--- config.mk ---
export PLATFORM = sky130hd
export DESIGN_NAME = uart_tx_fifo_cfg
export DESIGN_NICKNAME = d
export VERILOG_FILES = /design/src/rtl/uart_pkg.sv /design/src/rtl/uart_tx_fifo.sv /design/src/rtl/uart_tx_fifo_cfg.sv
export SDC_FILE = /design/constraint.sdc
export NUM_CORES = 1
export LEC_CHECK = 0
export ABC_AREA = 1
export BUFFER_PORTS_ARGS = -buffer_cell sky130_fd_sc_hd__buf_2
export CAP_MARGIN = 5
export CELL_PAD_IN_SITES_DETAIL_PLACEMENT = 1
export CELL_PAD_IN_SITES_GLOBAL_PLACEMENT = 1
export CORE_MARGIN = 4
export CORE_UTILIZATION = 41
export CTS_CLUSTER_SIZE = 20
export DETAILED_ROUTE_END_ITERATION = 7
export GPL_TIMING_DRIVEN = 0
export PLACE_DENSITY_LB_ADDON = 0.15
export SYNTH_ARGS = -nofsm -noshare
export SYNTH_HDL_FRONTEND = slang
export SYNTH_SLANG_ARGS = --single-unit
export TNS_END_PERCENT = 50
--- constraint.sdc ---
create_clock -name i_clk -period 2.3 [get_ports i_clk]
set_input_delay 0.69 -clock i_clk [delete_from_list [all_inputs] [get_ports i_clk]]
set_output_delay 0.69 -clock i_clk [all_outputs]
set_load 0.02 [all_outputs]
--- src/rtl/uart_pkg.sv ---
// Shared types and constants for the configurable FIFO-buffered UART transmitter.
package uart_pkg;

    localparam int unsigned DATA_W_MIN = 5;
    localparam int unsigned DATA_W_MAX = 9;

    typedef enum logic [2:0] {
        IDLE   = 3'd0,
        START  = 3'd1,
        DATA   = 3'd2,
        PARITY = 3'd3,
        STOP   = 3'd4
    } tx_state_t;

    typedef enum logic [1:0] {
        PAR_NONE = 2'd0,
        PAR_EVEN = 2'd1,
        PAR_ODD  = 2'd2
    } parity_mode_t;

    // Collapse the two parity control bits into one mode value.
    function automatic parity_mode_t par_mode(input logic en, input logic odd);
        if (!en) begin
            return PAR_NONE;
        end
        return odd ? PAR_ODD : PAR_EVEN;
    endfunction

endpackage

--- src/rtl/uart_tx_fifo.sv ---
// Synchronous FIFO with occupancy counter; pointers wrap modulo DEPTH.
module uart_tx_fifo
    import uart_pkg::*;
#(
    parameter int unsigned W     = 8,
    parameter int unsigned DEPTH = 8
) (
    input  logic                       i_clk,
    input  logic                       i_rst_n,
    input  logic                       i_push,
    input  logic [W-1:0]               i_data,
    input  logic                       i_pop,
    output logic [W-1:0]               o_data,
    output logic [$clog2(DEPTH):0]     o_level,
    output logic                       o_full,
    output logic                       o_empty
);

    localparam int unsigned AW    = $clog2(DEPTH);
    localparam int unsigned LVL_W = AW + 1;

    logic [W-1:0]     r_mem [DEPTH];
    logic [AW-1:0]    r_wr_ptr;
    logic [AW-1:0]    r_rd_ptr;
    logic [LVL_W-1:0] r_level;
    logic             w_push;
    logic             w_pop;
    logic             w_full;
    logic             w_empty;

    assign w_full  = (r_level == LVL_W'(DEPTH));
    assign w_empty = (r_level == '0);
    assign w_push  = i_push & ~w_full;
    assign w_pop   = i_pop & ~w_empty;

    assign o_data  = r_mem[r_rd_ptr];
    assign o_level = r_level;
    assign o_full  = w_full;
    assign o_empty = w_empty;

    // Storage carries no reset; validity is tracked by the level counter.
    always_ff @(posedge i_clk) begin
        if (w_push) begin
            r_mem[r_wr_ptr] <= i_data;
        end
    end

    always_ff @(posedge i_clk) begin
        if (!i_rst_n) begin
            r_wr_ptr <= '0;
            r_rd_ptr <= '0;
            r_level  <= '0;
        end else begin
            if (w_push) begin
                r_wr_ptr <= r_wr_ptr + AW'(1);
            end
            if (w_pop) begin
                r_rd_ptr <= r_rd_ptr + AW'(1);
            end
            unique case ({w_push, w_pop})
                2'b10:   r_level <= r_level + LVL_W'(1);
                2'b01:   r_level <= r_level - LVL_W'(1);
                default: r_level <= r_level;
            endcase
        end
    end

endmodule

--- src/rtl/uart_tx_fifo_cfg.sv ---
// UART transmitter with TX FIFO, runtime baud divisor and runtime frame format.
module uart_tx_fifo_cfg
    import uart_pkg::*;
#(
    parameter int unsigned DATA_W = 8,
    parameter int unsigned DEPTH  = 8,
    parameter int unsigned DIV_W  = 16
) (
    input  logic                       i_clk,
    input  logic                       i_rst_n,
    input  logic [DATA_W-1:0]          i_data,
    input  logic                       i_valid,
    output logic                       o_ready,
    input  logic [DIV_W-1:0]           i_div,
    input  logic                       i_parity_en,
    input  logic                       i_parity_odd,
    input  logic                       i_two_stop,
    output logic                       o_uart_tx,
    output logic                       o_busy,
    output logic [$clog2(DEPTH):0]     o_level
);

    localparam int unsigned LVL_W = $clog2(DEPTH) + 1;
    localparam int unsigned BIT_W = $clog2(DATA_W);

    generate
        if ((DATA_W < DATA_W_MIN) || (DATA_W > DATA_W_MAX)) begin : g_bad_data_w
            $error("uart_tx_fifo_cfg: DATA_W out of range");
        end
        if ((DEPTH < 2) || ((DEPTH & (DEPTH - 1)) != 0)) begin : g_bad_depth
            $error("uart_tx_fifo_cfg: DEPTH must be a power of two >= 2");
        end
    endgenerate

    tx_state_t          r_state;
    logic               r_tx;
    logic [DIV_W-1:0]   r_cnt;
    logic [DIV_W-1:0]   r_div_m1;
    logic [DATA_W-1:0]  r_shift;
    logic [BIT_W-1:0]   r_bit_idx;
    parity_mode_t       r_par_mode;
    logic               r_parity_bit;
    logic               r_two_stop;
    logic               r_stop2;

    logic               w_push;
    logic               w_pop;
    logic               w_full;
    logic               w_empty;
    logic [DATA_W-1:0]  w_fifo_data;
    logic [LVL_W-1:0]   w_level;
    logic [DIV_W-1:0]   w_div_m1;
    logic               w_bit_done;

    assign w_push     = i_valid & ~w_full;
    assign w_pop      = (r_state == IDLE) & ~w_empty;
    assign w_div_m1   = (i_div == '0) ? '0 : (i_div - DIV_W'(1));
    assign w_bit_done = (r_cnt == '0);

    assign o_ready   = ~w_full;
    assign o_level   = w_level;
    assign o_busy    = (r_state != IDLE) | ~w_empty;
    assign o_uart_tx = r_tx;

    uart_tx_fifo #(
        .W     (DATA_W),
        .DEPTH (DEPTH)
    ) u_fifo (
        .i_clk   (i_clk),
        .i_rst_n (i_rst_n),
        .i_push  (w_push),
        .i_data  (i_data),
        .i_pop   (w_pop),
        .o_data  (w_fifo_data),
        .o_level (w_level),
        .o_full  (w_full),
        .o_empty (w_empty)
    );

    // Serialiser: frame config is captured at the pop and held for the whole frame.
    always_ff @(posedge i_clk) begin
        if (!i_rst_n) begin
            r_state      <= IDLE;
            r_tx         <= 1'b1;
            r_cnt        <= '0;
            r_div_m1     <= '0;
            r_shift      <= '0;
            r_bit_idx    <= '0;
            r_par_mode   <= PAR_NONE;
            r_parity_bit <= 1'b0;
            r_two_stop   <= 1'b0;
            r_stop2      <= 1'b0;
        end else begin
            unique case (r_state)
                IDLE: begin
                    r_tx <= 1'b1;
                    if (w_pop) begin
                        r_state      <= START;
                        r_tx         <= 1'b0;
                        r_cnt        <= w_div_m1;
                        r_div_m1     <= w_div_m1;
                        r_shift      <= w_fifo_data;
                        r_par_mode   <= par_mode(i_parity_en, i_parity_odd);
                        r_parity_bit <= (^w_fifo_data) ^ i_parity_odd;
                        r_two_stop   <= i_two_stop;
                    end
                end

                START: begin
                    if (w_bit_done) begin
                        r_state   <= DATA;
                        r_tx      <= r_shift[0];
                        r_shift   <= r_shift >> 1;
                        r_bit_idx <= '0;
                        r_cnt     <= r_div_m1;
                    end else begin
                        r_cnt <= r_cnt - DIV_W'(1);
                    end
                end

                DATA: begin
                    if (w_bit_done) begin
                        r_cnt <= r_div_m1;
                        if (r_bit_idx == BIT_W'(DATA_W - 1)) begin
                            if (r_par_mode != PAR_NONE) begin
                                r_state <= PARITY;
                                r_tx    <= r_parity_bit;
                            end else begin
                                r_state <= STOP;
                                r_tx    <= 1'b1;
                                r_stop2 <= 1'b0;
                            end
                        end else begin
                            r_tx      <= r_shift[0];
                            r_shift   <= r_shift >> 1;
                            r_bit_idx <= r_bit_idx + BIT_W'(1);
                        end
                    end else begin
                        r_cnt <= r_cnt - DIV_W'(1);
                    end
                end

                PARITY: begin
                    if (w_bit_done) begin
                        r_state <= STOP;
                        r_tx    <= 1'b1;
                        r_stop2 <= 1'b0;
                        r_cnt   <= r_div_m1;
                    end else begin
                        r_cnt <= r_cnt - DIV_W'(1);
                    end
                end

                STOP: begin
                    r_tx <= 1'b1;
                    if (w_bit_done) begin
                        if (r_two_stop && !r_stop2) begin
                            r_stop2 <= 1'b1;
                            r_cnt   <= r_div_m1;
                        end else begin
                            r_state <= IDLE;
                        end
                    end else begin
                        r_cnt <= r_cnt - DIV_W'(1);
                    end
                end

                default: begin
                    r_state <= IDLE;
                    r_tx    <= 1'b1;
                end
            endcase
        end
    end

endmodule

==> flow_summary.yaml, run 1 <==
detailed_routing:
  post_drt_via_cell_ratio: 5.15
  dr_wl_met3_um: 722
  routed.top_layer: "met4"
  dr.pass1.iters: 5
  wl_met1_um: 9450
  wl_met2_um: 9400
  routed_wl_um: 19900
  drc: 0
  drt_iter0_drc: 305
  wire_per_inst_um: 16.9
  ant_nets: 0
  num_vias: 6078
setup_path:
  critPathKind: "reg2out"
  worst_ep_arrival_time_ps: 1520
  critPathCaptureType: "output pin"
  start_kind: "flip-flop"
  crit_required_ps: 1610
  crit_fanout: 4
placement:
  port_buffers: 36
  dp.cells: 1146
  place_ws_ps: -556
  gp_congestion: 0.853
  hpwl_um: 14200
  post_dp_cell_area_mm2: 0.00720
clocking:
  clk-insertion-delay-late_ps: 430
  cts_inserted_buffers: 17
  cts_tree: "yes"
  clkTransAtPathRegs_ps: 60
  clockRootBuffer: "clkbuf_16"
  clock-sinks: 129
  cts_buffer_depth: 2
  hold_buffers: 0
  htreeDepth: 4
synth:
  synth-compound-area-share: 0.115
  netlist_area_mm2: 0.00675
  ys_seq_area_frac: 0.478
  ys_types: 43
  synth_top_family_by_area: "simple AND/OR/NAND/NOR gates"
  ys_warn_count: 0
  synth-adder-area-share: 0.0185
  synth_ff_type: "dfxtp_1"
  muxShareOfSynthArea: 0
  syn-instance-count: 894
  synth_seq_cells: 129
  synth_edf_count: 64
  yosys.area_share.simple: 0.271
  syn_area_per_cell_um2: 7.54
  synth-xor-area-share: 0.0247
  async_reset_ff_frac: 0
  synth.net_count: 934
status:
  outcome: "finished clean"
final_layout:
  nets: 992
  fillerInstances: 2048
  final_cell_mix: "nand2_1, inv_1, nor2_1"
  syn2layout_area_growth_pct: 17.6
  multi_input_area_mm2: 0.00299
  final-seq-area_mm2: 0.00323
  diodes: 0
  stdcell_count: 1181
  finish.utilization: 0.496
  drive_above_1_share: 0.137
  final_common_cell: "nand2_1"
  finalInstanceArea_mm2: 0.00793
floorplan:
  rows: 46
  io_pins: 37
  die_h_um: 136
  fp.dieArea_mm2: 0.0186
  start_util: 0.422
  core_mm2: 0.0160
  fp.dieW_um: 136
sta:
  fin_ws_ps: 91.8
  whs_ps: 455
  fin_skew_ps: 8.74
  setup_viol_count_final: 0
  finalSetupTns_ps: 0
  rsz0062_at_grt: "true"
  worst_pin_slew_ps: 817
  maxSlewViolCount: 0
  finalHoldViolCount: 0
  timing.fmax_mhz: 453
  maxSlewHeadroom: 0.455
  period_minus_slack_ps: 2210
  period_share: 0.960
min_path:
  hold_class: "reg2reg"
grt:
  grt_remaining_overflow: 0
  grt_antenna_before_repair: 0
  grt_pass1_wl_um: 32700
  grt_pass1_vias: 6389
  grt.total_usage: 0.227
  grt_max_degree: 17
power_and_ir_drop:
  ir_drop_mv: 0.793
  powerDensity_mw_per_mm2: 1320
  finalPower_mw: 10.5
  leakage_nw: 3.54
run:
  max_cap_violations: 0
cell type report:
| type | instances | area share |
|---|---|---|
| sequential | 129 | 0.407 |
| multi-input combinational | 608 | 0.377 |
| inverter | 127 | 0.0601 |
| clock buffer | 19 | 0.0573 |
| tap | 216 | 0.0341 |
| timing repair buffer | 39 | 0.0256 |
| buffer | 30 | 0.0204 |
| clock inverter | 13 | 0.0185 |
repair_timing:
| action | in CTS | in global routing |
|---|---|---|
| setup endpoints to repair | 39 | 83 |
| gates resized for setup | 15 | 22 |
| setup buffers | 2 | 1 |
| pin swaps | 3 | 2 |
state kept, by name, indices dropped and copies added, names as in the netlist, named ones only:
register,count
o_uart_tx,1
r_bit_idx,3
r_cnt,16
r_div_m1,16
r_par_mode,2
r_parity_bit,1
r_shift,8
r_state,3
r_stop2,1
r_two_stop,1
u_fifo.o_level,4
u_fifo.r_mem,64
u_fifo.r_rd_ptr,3
u_fifo.r_wr_ptr,3
cell usage after synthesis, types with 2 or more instances:
master      n  area [µm²]
a21oi_1    54         270
a31oi_1     2        12.5
buf_2      11        55.1
buf_4       4        30.0
clkbuf_1   14        52.6
dfxtp_1    65        1300
edfxtp_1   64        1920
ha_1       10         125
inv_1     122         458
inv_2       4        15.0
nand2_1   236         886
nand2_2     2        12.5
nand3_1    69         345
nand4_1     4        25.0
nor2_1     98         368
nor2_2      3        18.8
nor2_4      2        22.5
nor3_1      8        40.0
nor3_2      2        20.0
nor4_1      5        31.3
o211ai_1    6        45.0
o21ai_0    67         335
o21bai_1    2        15.0
o22ai_1     2        12.5
or2_1       2        12.5
or2_2       2        12.5
xnor2_1     6        52.6
xor2_1     13         114
path summary, 6_finish.rpt:
| check | start | to | slack [ps] | cells past startpoint |
|---|---|---|---|---|
| worst max-delay path | r_state[2] | o_busy | 90 | 7 |
| worst min-delay path | r_shift[6] | r_shift[6] | 460 | 2 |
| worst min register to register | r_shift[6] | r_shift[6] | 460 | 2 |
| worst max register to register | r_cnt[0] | r_cnt[10] | 120 | 11 |
worst max-delay path: stages (launching register included):
cell	delay (ps)
dfxtp_2	350
nor2_1	100
inv_1	80
nor2_2	120
inv_2	80
nor2_4	110
inv_1	90
buf_2	170
cells by family after synthesis:
kind of cell | after synthesis
flops | 129
buf+inv | 157
simple gates | 437
xor+xnor | 19
compound gates | 142
fa+ha+maj | 10
per-layer routing:
| layer | GRT usage | vias up |
|---|---|---|
| li1 | - | 3010 |
| met1 | 0.309 | 2941 |
| met2 | 0.373 | 102 |
| met3 | 0.0437 | 25 |
| met4 | 0.0554 | 0 |
| met5 | 0 | - |
power by group:
group          internal, mW  switching [mW]
sequential             2.85           0.288
clock                  1.68            1.08
combinational          1.48            3.11
total                  6.00            4.48
Note: power is estimated with default switching activity, not from simulation.
==> run 2: changes to the inputs <==
--- a/config.mk
+++ b/config.mk
@@ -11,12 +11,13 @@
 export CELL_PAD_IN_SITES_DETAIL_PLACEMENT = 1
 export CELL_PAD_IN_SITES_GLOBAL_PLACEMENT = 1
 export CORE_MARGIN = 4
-export CORE_UTILIZATION = 41
+export CORE_UTILIZATION = 42
 export CTS_CLUSTER_SIZE = 20
 export DETAILED_ROUTE_END_ITERATION = 7
 export GPL_TIMING_DRIVEN = 0
 export PLACE_DENSITY_LB_ADDON = 0.15
 export SYNTH_ARGS = -nofsm -noshare
 export SYNTH_HDL_FRONTEND = slang
+export SYNTH_HIERARCHICAL = 1
 export SYNTH_SLANG_ARGS = --single-unit
 export TNS_END_PERCENT = 50
==> run 2 against run 1 <==
Effect of this change: register-to-register slack hardly changed; worst setup slack better by 25 ps; core utilization is 1.0 points higher; area after synthesis is 1.9% higher; first-iteration DRC count is 18% higher; design area is 1.7% higher; combinational power is 29% higher; via count is 2.4% higher; clock skew is 2.4 ps higher; largest power group unchanged.
==> flow_summary.yaml, run 2 <==
final_layout:
  top_regs: "u_fifo/r_mem x64, r_cnt x16, r_div_m1 x16"
  final_common_cell: "nand2_1"
  fillerInstances: 1985
  largest-register: "u_fifo/r_mem"
  syn2layout_area_growth_pct: 17.4
  largest_reg_flops: 64
  diodes: 0
  finalInstanceArea_mm2: 0.00807
  drive_above_1_share: 0.172
  nets: 981
  final_cell_mix: "nand2_1, nor2_1, inv_1"
grt:
  grt_pass1_wl_um: 33300
  grt_antenna_before_repair: 1
  grt_remaining_overflow: 0
  grt.total_usage: 0.234
  grt_max_degree: 17
  grt_pass1_vias: 6651
power_and_ir_drop:
  powerDensity_mw_per_mm2: 1490
  p_clk_frac: 0.229
  seqPwrFrac: 0.278
  p_sw_mw: 5.36
  sw_frac_of_total: 0.447
  p_int_mw: 6.63
  leakage_nw: 3.49
  comb_power_share: 0.493
  ir_drop_mv: 0.723
clocking:
  clk-insertion-delay-late_ps: 430
  clockRootBuffer: "clkbuf_16"
  clock-sinks: 129
  hold_buffers: 0
  cts_inserted_buffers: 17
  clkTransAtPathRegs_ps: 60
  cts_buffer_depth: 2
  htreeDepth: 4
  cts_tree: "yes"
synth:
  ys_warn_count: 6
  synth_area_leaders: "edfxtp_1, dfxtp_1, nand2_1, nor2_1, o21ai_0"
  ys_types: 41
  syn-instance-count: 879
  synth_ff_type: "dfxtp_1"
  async_reset_ff_frac: 0
  ys_seq_area_frac: 0.469
  synth_common_cells: "nand2_1, nor2_1, inv_1, o21ai_0, dfxtp_1"
  syn_area_per_cell_um2: 7.82
  synth_edf_count: 64
  synth_seq_cells: 129
  synth_area_leader_cell: "edfxtp_1"
  yosysMostFrequentCell: "nand2_1"
  synth_top_cell_area_share: 0.280
  synth.net_count: 919
  netlist_area_mm2: 0.00687
detailed_routing:
  drt_iter0_drc: 359
  post_drt_via_cell_ratio: 5.32
  wire_per_inst_um: 17.7
  num_vias: 6225
  dr.pass1.iters: 4
  drc: 0
  ant_nets: 0
  routed_wl_um: 20700
placement:
  port_buffers: 36
  post_dp_cell_area_mm2: 0.00733
  gp_congestion: 0.904
  hpwl_um: 15400
  place_ws_ps: -606
setup_path:
  critPathKind: "reg2reg"
  r2r_cells: 15
  crit_fanout: 6
  worst_ep_arrival_time_ps: 2510
  start_kind: "flip-flop"
  crit_required_ps: 2630
  crit_chain: "nor2_4 > nand3_2 > inv_2 > nor2_4 > clkbuf_16 > nand2_2 > inv_2 > buf_4 > ha_1 > xnor2_1 > inv_1 > nand3_1 > nand3_1 > nand2_1 > inv_1"
  slowest_stage: "dfxtp_4"
  crit_buf_inv: 6
  rrSetupSlack_ps: 120
  critPathMaxStageDelay_ps: 370
  critPathCaptureType: "flip-flop"
  cp.depth: 15
  cp_top_family: "simple AND/OR/NAND/NOR gates"
floorplan:
  rows: 46
  die_h_um: 136
  start_util: 0.431
  fp.dieW_um: 136
  core_mm2: 0.0159
  io_pins: 37
  fp.dieArea_mm2: 0.0185
sta:
  finalHoldViolCount: 0
  fin_skew_ps: 11.1
  worst_pin_slew_ps: 878
  fin_ws_ps: 117
  setup_viol_count_final: 0
  maxSlewHeadroom: 0.413
  maxSlewViolCount: 0
  period_minus_slack_ps: 2180
  timing.fmax_mhz: 458
  period_share: 0.949
run:
  max_cap_violations: 0
min_path:
  hold_class: "reg2reg"
  hold_depth: 2
status:
  outcome: "finished clean"
run 2: cell types whose count changed after synthesis, sizes merged, moves of 6 or more:
cell	before	now
o22ai	2	8
nand2	238	218
o21ai	69	89
inv	126	92
nand3	69	75
mux2i	0	8
nor2	103	131
clkbuf	14	7
nand4	4	11
nor3	10	3
xor2	13	5
run 2: final cells by class:
type	count	area, µm²	share of cell area
clock buffers	18	429	0.0532
plain buffers	25	196	0.0243
repair buffers	43	233	0.0288
clock inverters	14	164	0.0203
multi-input cells	631	3180	0.394
inverters	94	360	0.0447
flip-flops and latches	129	3240	0.401
well taps	216	270	0.0335
run 2: logic make-up after synthesis:
kind of cell / after synthesis / synth area share
buf+inv: 119 / 0.0776
xor+xnor: 12 / 0.0153
mux: 8 / 0.0117
compound gates: 153 / 0.117
flops: 129 / 0.469
fa+ha+maj: 10 / 0.0182
simple gates: 448 / 0.291
run 2: routing by layer:
layer	vias up	wire [µm]	GRT usage
met2	122	11000	0.441
met1	3029	8400	0.259
li1	3037	-	-
met4	2	557	0.0885
met3	35	741	0.0459
met5	-	9	0
run 2: power by group through the flow:
stage | clock network [mW] | logic, mW | registers (mW)
6_report | 2.74 | 5.91 | 3.34
5_1_grt | 2.90 | 6.63 | 3.40
4_1_cts | 2.78 | 5.80 | 3.32
3_5_place_dp | 0 | 5.58 | 3.35
3_3_place_gp | 0 | 5.35 | 3.33
2_1_floorplan | 0 | 4.05 | 3.28
run 2: worst paths after layout:
kind / to / startpoint
max: u_fifo/o_level[3] / u_fifo/o_level[1]
min: r_two_stop / r_two_stop
max reg2reg: u_fifo/o_level[3] / u_fifo/o_level[1]
min reg2reg: r_two_stop / r_two_stop
run 2: timing repair:
action                     CTS  global route
pin swaps                    1             4
setup endpoints to repair    5            37
setup buffers                3             4
resized for setup           15            15
run 2: stage by stage:
step	util	hold slack [ps]	std cells	TNS [ps]	total power, mW
after global routing	0.506	482	1170	-5.21	12.9
after CTS	0.501	453	1166	0	11.9
after detailed placement	0.460	444	1131	-6220	8.93
after global placement	0.460	433	1131	-2720	8.68
final	0.506	448	1170	0	12.0
after floorplan	-	422	879	0	7.33
run 2: worst register-to-register path, cell delays in order (launching register included):
cell and delay [ps]:
dfxtp_4 370, nor2_4 140, nand3_2 100, inv_2 120
nor2_4 60, clkbuf_16 140, nand2_2 90, inv_2 60
buf_4 150, ha_1 230, xnor2_1 220, inv_1 80
nand3_1 110, nand3_1 100, nand2_1 60, inv_1 30
==> run 3: changes to the inputs <==
--- a/config.mk
+++ b/config.mk
@@ -15,7 +15,9 @@
 export CTS_CLUSTER_SIZE = 20
 export DETAILED_ROUTE_END_ITERATION = 7
 export GPL_TIMING_DRIVEN = 0
+export HOLD_SLACK_MARGIN = 0.05
 export PLACE_DENSITY_LB_ADDON = 0.15
+export SKIP_LAST_GASP = 1
 export SYNTH_ARGS = -nofsm -noshare
 export SYNTH_HDL_FRONTEND = slang
 export SYNTH_HIERARCHICAL = 1
==> constraint.sdc (replaced) <==
create_clock -name i_clk -period 2.3 [get_ports i_clk]
set_input_delay 0.115 -clock i_clk [delete_from_list [all_inputs] [get_ports i_clk]]
set_output_delay 0.115 -clock i_clk [all_outputs]
set_load 0.02 [all_outputs]
==> run 3 against run 2 <==
Effect of this change: clock skew down 3.3 ps; combinational power down 0.7%; critical path depth up 2; clock-buffer cell count unchanged; design area up 0.73%; first-iteration DRC count up 17%; flip-flop and latch count unchanged; sequential share of layout area down 0.37 points; core utilization up 0.37 points; sequential power about the same; via count up 0.82%; critical path type unchanged.
==> flow_summary.yaml, run 3 (synthesis gave the netlist of run 2 again) <==
power_and_ir_drop:
  finalPower_mw: 11.9
  ir_drop_mv: 0.738
  leakage_nw: 3.51
  powerDensity_mw_per_mm2: 1470
final_layout:
  final_cell_mix: "nand2_1, nor2_1, inv_1"
  stdcell_count: 1178
  syn2layout_area_growth_pct: 18.3
  largest_reg_flops: 64
  top_regs: "u_fifo/r_mem x64, r_cnt x16, r_div_m1 x16"
  final_common_cell: "nand2_1"
  fillerInstances: 1991
  largest-register: "u_fifo/r_mem"
  diodes: 0
  drive_above_1_share: 0.161
  nets: 989
floorplan:
  fp.dieArea_mm2: 0.0185
  fp.dieW_um: 136
  core_mm2: 0.0159
  die_h_um: 136
  rows: 46
  io_pins: 37
  start_util: 0.431
grt:
  grt_max_degree: 17
  grt_pass1_wl_um: 33700
  grt.total_usage: 0.237
  grt_remaining_overflow: 0
  grt_pass1_vias: 6716
  grt_antenna_before_repair: 0
detailed_routing:
  routed_wl_um: 20900
  drt_iter0_drc: 419
  wire_per_inst_um: 17.7
  ant_nets: 0
  num_vias: 6276
  drc: 0
  post_drt_via_cell_ratio: 5.33
  dr.pass1.iters: 5
clocking:
  clkTransAtPathRegs_ps: 60
  cts_inserted_buffers: 17
  clk-insertion-delay-late_ps: 430
  clockRootBuffer: "clkbuf_16"
  htreeDepth: 4
  cts_buffer_depth: 2
  clock-sinks: 129
  cts_tree: "yes"
sta:
  rsz0062_at_grt: "true"
  maxSlewViolCount: 0
  whs_ps: 65.8
  fin_skew_ps: 7.76
  worst_pin_slew_ps: 881
  maxSlewHeadroom: 0.410
  setup_viol_count_final: 0
  timing.fmax_mhz: 441
  period_minus_slack_ps: 2270
  period_share: 0.986
  finalHoldViolCount: 0
setup_path:
  rrSetupSlack_ps: 30
  worst_ep_arrival_time_ps: 2590
  crit_path_frequent_cell: "inv_2"
  crit_fanout: 10
  critPathCaptureType: "flip-flop"
  crit_required_ps: 2620
  slowest_stage: "dfxtp_1"
  r2r_cells: 17
  critPathLaunch: "r_state[1]"
  r2r_start: "r_state[1]"
  critPathMaxStageDelay_ps: 350
  critPathKind: "reg2reg"
  crit_chain: "inv_2 > nand2_2 > nor2_2 > inv_2 > nor2_4 > clkbuf_16 > nand2_2 > inv_2 > ha_4 > nand2_1 > inv_1 > nor2_1 > ha_1 > a21oi_2 > xnor2_1 > o21ai_1 > inv_1"
  start_kind: "flip-flop"
placement:
  gp_congestion: 0.904
  dp.cells: 1131
  hpwl_um: 15400
  port_buffers: 36
min_path:
  hold_class: "in2reg"
  hold_start: "i_div[0]"
  hold_depth: 4
status:
  outcome: "finished clean"
run:
  max_cap_violations: 0
[run 3: cell types whose count changed in the layout (fill, tap and decap cells not counted), sizes merged]
cell and change:
buf -4, dlygate4sd3 +12
[run 3: path summary, 6_finish.rpt]
path / to
max: u_fifo/o_level[2]
min: r_div_m1[0]
max reg2reg: u_fifo/o_level[2]
min reg2reg: r_two_stop
[run 3: where the power goes]
| group | internal [mW] | switching, mW |
|---|---|---|
| combinational | 2.00 | 3.87 |
| sequential | 2.94 | 0.381 |
| clock | 1.63 | 1.12 |
| total | 6.58 | 5.36 |
[run 3: critical path, delay by kind of cell (launching register included)]
family	cells	cell delay (ps)
buffers and inverters	6	580
and+or+nand+nor	6	540
DFF	1	350
adders and majority gates	2	340
AOI/OAI and AO/OA	2	260
xor gates and xnor gates	1	100
[run 3: layout make-up]
| class | instances | area (µm²) | area share |
|---|---|---|---|
| sequential | 129 | 3230 | 0.397 |
| multi-input combinational | 631 | 3160 | 0.389 |
| clock buffer | 18 | 429 | 0.0528 |
| inverter | 94 | 358 | 0.0440 |
| timing repair buffer | 51 | 323 | 0.0397 |
| tap | 216 | 270 | 0.0333 |
| buffer | 25 | 196 | 0.0242 |
| clock inverter | 14 | 164 | 0.0202 |
[run 3: timing repair]
item	CTS	global route
endpoints found under the setup margin	4	45
setup buffers	3	0
resized for setup	13	7
hold endpoints to repair	67	0
hold buffers	12	0
pin swaps	1	1
[run 3: per-stage QoR]
step / utilization / setup TNS (ps) / setup slack, ps / instance area [µm²]
final: 0.510 / 0 / 32.3 / 8130
after CTS: 0.509 / -89.3 / -15.3 / 8110
after global routing: 0.510 / -1030 / -118 / 8130
after floorplan: - / 0 / 26.0 / 6880
after detailed placement: 0.460 / -1430 / -606 / 7330
after global placement: 0.460 / -774 / -376 / 7330
[run 3: routing by layer]
layer,vias to the layer above,part of all wire,track usage
met5,-,0,0
met2,99,0.53,0.446
li1,3053,-,-
met1,3085,0.41,0.265
met3,39,0.030,0.0440
met4,0,0.029,0.0885
